==> src/rtl/frame_write_ctrl_pkg.sv <==
// Display geometry and write-controller state encoding, shared with the
// scanner and framebuffer.
package frame_write_ctrl_pkg;

  localparam int unsigned DISP_WIDTH  = 32;
  localparam int unsigned DISP_HEIGHT = 16;
  localparam int unsigned DISP_ADDR_W = 9;

  typedef enum logic [1:0] {
    StIdle     = 2'd0,
    StRecv     = 2'd1,
    StFlipWait = 2'd2
  } wr_state_e;

endpackage

==> src/rtl/frame_write_ctrl_pixel_packer.sv <==
// Collects three received bytes into one 24-bit pixel and strobes when the
// third byte arrives.
module pixel_packer
  import frame_write_ctrl_pkg::*;
(
  input  logic        clk,
  input  logic        rst,
  input  logic        start,
  input  logic        take,
  input  logic [7:0]  data,
  output logic [1:0]  byte_idx,
  output logic [23:0] pixel,
  output logic        pix_stb
);

  logic [1:0] idx_q, idx_d, idx_eff;
  logic [7:0] b0_q, b0_d, b1_q, b1_d;

  always_comb begin
    // A frame-start byte is always byte0, whatever the index held.
    idx_eff = start ? 2'd0 : idx_q;
    idx_d   = idx_q;
    b0_d    = b0_q;
    b1_d    = b1_q;
    pix_stb = 1'b0;
    if (take) begin
      if (idx_eff == 2'd0) begin
        b0_d  = data;
        idx_d = 2'd1;
      end else if (idx_eff == 2'd1) begin
        b1_d  = data;
        idx_d = 2'd2;
      end else begin
        pix_stb = 1'b1;
        idx_d   = 2'd0;
      end
    end
  end

  always_ff @(posedge clk or negedge rst) begin
    if (!rst) begin
      idx_q <= 2'd0;
      b0_q  <= 8'd0;
      b1_q  <= 8'd0;
    end else begin
      idx_q <= idx_d;
      b0_q  <= b0_d;
      b1_q  <= b1_d;
    end
  end

  // byte2 passes straight through; it is only needed on the strobe cycle.
  assign pixel    = {b0_q, b1_q, data};
  assign byte_idx = idx_q;

endmodule

==> src/rtl/frame_write_ctrl.sv <==
// Double-buffered framebuffer write sequencer: packs SPI bytes into pixels,
// writes the back bank and flips banks at vblank after a clean frame.
module frame_write_ctrl
  import frame_write_ctrl_pkg::*;
#(
  parameter int unsigned WIDTH  = DISP_WIDTH,
  parameter int unsigned HEIGHT = DISP_HEIGHT,
  parameter int unsigned ADDR_W = DISP_ADDR_W
) (
  input  logic              clk,
  input  logic              rst,
  input  logic [7:0]        data,
  input  logic              valid,
  input  logic              sot,
  input  logic              eot,
  input  logic              vblank,
  output logic              wr_en,
  output logic [ADDR_W:0]   wr_addr,
  output logic [23:0]       wr_data,
  output logic              front_buf,
  output logic              busy,
  output logic              frame_err
);

  localparam logic [ADDR_W:0] NumPix = (ADDR_W + 1)'(WIDTH * HEIGHT);

  wr_state_e       state_q, state_d;
  logic            front_q, front_d;
  logic            err_q, err_d;
  logic [ADDR_W:0] cnt_q, cnt_d;
  logic            eot_q;
  logic            wr_en_q, wr_en_d;
  logic [ADDR_W:0] wr_addr_q, wr_addr_d;
  logic [23:0]     wr_data_q, wr_data_d;

  logic            start, take, eot_rise, pix_stb;
  logic [1:0]      byte_idx;
  logic [23:0]     pixel;

  pixel_packer u_packer (
    .clk      (clk),
    .rst      (rst),
    .start    (start),
    .take     (take),
    .data     (data),
    .byte_idx (byte_idx),
    .pixel    (pixel),
    .pix_stb  (pix_stb)
  );

  assign eot_rise = eot & ~eot_q;

  always_comb begin
    state_d   = state_q;
    front_d   = front_q;
    err_d     = err_q;
    cnt_d     = cnt_q;
    wr_en_d   = 1'b0;
    wr_addr_d = wr_addr_q;
    wr_data_d = wr_data_q;
    start     = 1'b0;
    take      = 1'b0;
    unique case (state_q)
      StIdle: begin
        if (valid) begin
          start   = 1'b1;
          take    = 1'b1;
          err_d   = 1'b0;
          cnt_d   = '0;
          state_d = StRecv;
        end
      end
      StRecv: begin
        if (valid && sot) begin
          start = 1'b1;
          take  = 1'b1;
          err_d = 1'b0;
          cnt_d = '0;
        end else if (eot_rise) begin
          if (cnt_q == NumPix && byte_idx == 2'd0 && !err_q) begin
            state_d = StFlipWait;
          end else begin
            err_d   = 1'b1;
            state_d = StIdle;
          end
        end else if (valid) begin
          take = 1'b1;
        end
        if (pix_stb) begin
          if (cnt_q == NumPix) begin
            err_d = 1'b1;
          end else begin
            wr_en_d   = 1'b1;
            wr_addr_d = {~front_q, cnt_q[ADDR_W-1:0]};
            wr_data_d = pixel;
            cnt_d     = cnt_q + 1'b1;
          end
        end
      end
      StFlipWait: begin
        if (valid) err_d = 1'b1;
        if (vblank) begin
          front_d = ~front_q;
          state_d = StIdle;
        end
      end
      default: state_d = StIdle;
    endcase
  end

  always_ff @(posedge clk or negedge rst) begin
    if (!rst) begin
      state_q   <= StIdle;
      front_q   <= 1'b0;
      err_q     <= 1'b0;
      cnt_q     <= '0;
      eot_q     <= 1'b1;
      wr_en_q   <= 1'b0;
      wr_addr_q <= '0;
      wr_data_q <= '0;
    end else begin
      state_q   <= state_d;
      front_q   <= front_d;
      err_q     <= err_d;
      cnt_q     <= cnt_d;
      eot_q     <= eot;
      wr_en_q   <= wr_en_d;
      wr_addr_q <= wr_addr_d;
      wr_data_q <= wr_data_d;
    end
  end

  assign wr_en     = wr_en_q;
  assign wr_addr   = wr_addr_q;
  assign wr_data   = wr_data_q;
  assign front_buf = front_q;
  assign busy      = (state_q == StFlipWait);
  assign frame_err = err_q;

endmodule

==> config.mk <==
export PLATFORM = sky130hd
export DESIGN_NAME = frame_write_ctrl
export DESIGN_NICKNAME = d
export VERILOG_FILES = /design/src/rtl/frame_write_ctrl_pkg.sv /design/src/rtl/frame_write_ctrl_pixel_packer.sv /design/src/rtl/frame_write_ctrl.sv
export SDC_FILE = /design/constraint.sdc
export NUM_CORES = 1
export LEC_CHECK = 0
export CORE_MARGIN = 8
export CORE_UTILIZATION = 57
export CTS_CLUSTER_SIZE = 25
export DETAILED_ROUTE_END_ITERATION = 8
export GPL_TIMING_DRIVEN = 0
export MAX_ROUTING_LAYER = met4
export PLACE_DENSITY = 0.95
export SLEW_MARGIN = 20
export SYNTH_ARGS = -nofsm -noshare
export SYNTH_HDL_FRONTEND = slang
export SYNTH_HIERARCHICAL = 1
export SYNTH_SLANG_ARGS = --single-unit
==> constraint.sdc <==
create_clock -name clk -period 6.1 [get_ports clk]
set_input_delay 0.61 -clock clk [delete_from_list [all_inputs] [get_ports clk]]
set_output_delay 0.61 -clock clk [all_outputs]
set_load 0.1 [all_outputs]
==> key figures <==
Placement
  – PortBufs: 51
  – Final RePlAce weighted congestion: 0.880
  – DP HPWL: 5.35 mm

Yosys
  – Async S/R FF share, synth: between 90% and 100%
  – Top cells by count, synth: 67 x dfrtp_1, 31 x mux2_2, 25 x nand2_1
  – Synth warn: 6
  – Synth area leaders: dfrtp_1 53%, mux2_2 11%, mux2_4 3.8%
  – Post-synth top area share: 52.6%
  – Synth Area per Inst: 12.3 µm²
  – Post-synth EDFFs: 0
  – Synth Cell Area: 0.00319 mm²
  – Flops & latches, synth: 68
  – Post-synthesis sequential area ratio: roughly 53%
  – Post-synthesis cell type count: 55
  – Ys flop type: dfrtp_1
  – Cell taking the most area after synthesis: dfrtp_1
  – Most common cell in the netlist: dfrtp_1
  – Mapped Cells: 260
  – Synthesized net count: 279

Global routing
  – GRT Resource Usage Total: 18.7%
  – Vias in the first global route: 2,482
  – Largest net degree at the start of global routing: 53
  – Antenna violations before repair: 0
  – First-pass GRT wire length: 12.1 mm
  – Total grt overflow: 0

Routing
  – Routed Antenna Nets: 0
  – Via count: 2,335
  – DR WL/cell: around 18 µm
  – Vias/cell: around 5.8
  – Pre-Repair DR Iteration Count: 4
  – Drt total wl: 7.33 mm
  – Initial DRC count: 205
  – DRC viols: 0

Timing
  – Slew HR: 32.7%
  – Setup Skew: 0.0123 ns
  – Crit path time final: between 4 and 5 ns
  – Worst-Margin Slew: 1.01 ns
  – Final period utilization: 68.9%
  – Fin. Hold Viols: 0
  – Peak Freq: approximately 240 MHz
  – Fin. max-slew vios: 0
  – RSZ-0062 raised after global routing: no
  – Setup TNS: 0 ns
  – Finish-stage setup viols: 0
  – Hold Slack: between 0.1 and 0.15 ns

Setup path
  – CP peak stage delay: around 0.64 ns
  – Buf+Inv Stages, Crit Path: 4
  – CP max FO: 10
  – Cells along the critical path: inv_1 -> ha_1 -> clkbuf_1 -> a21oi_1 -> nor2b_1 -> o21bai_1 -> buf_2 -> inv_1 -> nor3b_2 -> and4_1 -> nand4_1 -> or4b_2 -> o211ai_1
  – CP arrival: 4.47 ns
  – Setup CP Type: reg -> reg
  – Most used cell, CP: inv_1
  – Largest delay share family, worst path: simple AND/OR/NAND/NOR gates
  – Crit. End Element: flop
  – Setup crit start kind: flop
  – Crit Reg-Reg Startpoint: state_q[1]
  – Crit path from: state_q[1]
  – Req. time, crit path: 6.37 ns
  – Slowest-stage cell, CP: or4b_2

Clock network
  – CTS tree: done
  – Worst-Skew Late Latency: approximately 0.35 ns
  – Longest Clk Path Bufs: 2
  – H-tree levels: 3
  – Post-CTS sizing: 0
  – CTS sink count: 68
  – Root buf cell: clkbuf_8
  – Cts hold-fix bufs: 0
  – TritonCTS Buffers: 9
  – Setup bufs post-CTS: 0
  – Worst-path clk slew: 0.08 ns

Floorplan
  – Io pins: 52
  – Die Area: 0.00824 mm²
  – Core ar.: 0.00544 mm²
  – Initial Utilization: between 50% and 60%
  – Vert. Die Dim: 90.8 µm
  – Num rows: 27
  – Die X: 90.8 µm

Cells and area
  – Nets@finish: 342
  – Antenna fix cells: 0
  – Layout cells sized above 1: 24.1%
  – P&R area growth vs syn: 25.9%

Status
  – Status: finished clean

Hold path
  – Worst min path class: in -> async

Job
  – MaxCap Viol Count: 0
-- final timing paths --
check                         endpoint  slack (ns)  depth (start not counted)
min in group clk            wr_addr[8]        0.50                          2
max in group asynchronous  wr_data[14]        5.46                          2
max reg2reg                   cnt_q[9]        1.90                         13
min reg2reg                 wr_addr[8]        0.50                          2
min                         wr_data[0]        0.11                          1
max                           cnt_q[9]        1.90                         13
-- metrics by stage --
stage	utilization, %	setup WS, ns	std cells	area, µm²
after detailed placement	70.1	1.71	384	3810
final	73.8	1.90	400	4010
after global routing	73.8	1.64	400	4010
after CTS	73.7	1.66	400	4010
after global placement	69.7	1.91	383	3790
after floorplan	-	2.46	260	3190
-- cells in the final DEF, fill, tap and decap left out, types with 5 or more instances in the layout --
cell              n
dfrtp_1          67
ha_1              5
buf_4            11
mux2_2           31
nand2_1          25
o21ai_0           9
a21oi_1           5
nand2b_1          5
clkbuf_1          6
o32ai_1           8
mux2_4            8
inv_1            17
nand3_1           6
clkbuf_8         10
clkdlybuf4s50_1  50
-- state kept, by name, indices dropped and copies added, names as in the netlist, 2 cells and up --
register and flops:
cnt_q 10, state_q 2, u_packer/b0_q 8, u_packer/b1_q 8
u_packer/byte_idx 2, wr_addr 10, wr_data 24
-- worst reg2reg max path, stage by stage (launching register included) --
cell      delay, ns
dfrtp_1        0.40
inv_1          0.09
ha_1           0.29
clkbuf_1       0.35
a21oi_1        0.13
nor2b_1        0.37
o21bai_1       0.22
buf_2          0.29
inv_1          0.13
nor3b_2        0.61
and4_1         0.33
nand4_1        0.15
or4b_2         0.64
o211ai_1       0.11
-- kinds of logic after synthesis --
kind of cell / Yosys count / synth area share (%)
compound gates: 47 / 11.7
xor+xnor: 3 / 0.824
fa+ha+maj: 5 / 1.96
buf+inv: 35 / 6.04
flops: 68 / 53.4
mux: 41 / 15.4
simple gates: 61 / 10.6
-- cell type report --
type	count	area, µm²
Sequential cell	68	1700
Fill cell	343	1430
Multi-Input combinational cell	157	1300
Timing Repair Buffer	52	536
Clock buffer	12	145
Buffer	18	129
Tap cell	72	90.1
Inverter	17	63.8
Clock inverter	4	48.8
-- metal layers --
metal / share of wire (%) / GRT usage, %
met2: 51 / 30.2
met3: 5.2 / 3.33
met5: 0 / -
met4: 1.9 / 9.28
met1: 41 / 22.1
Power is not shown: default switching activity piles up to over one toggle a cycle in this logic, so the estimate is an artifact.
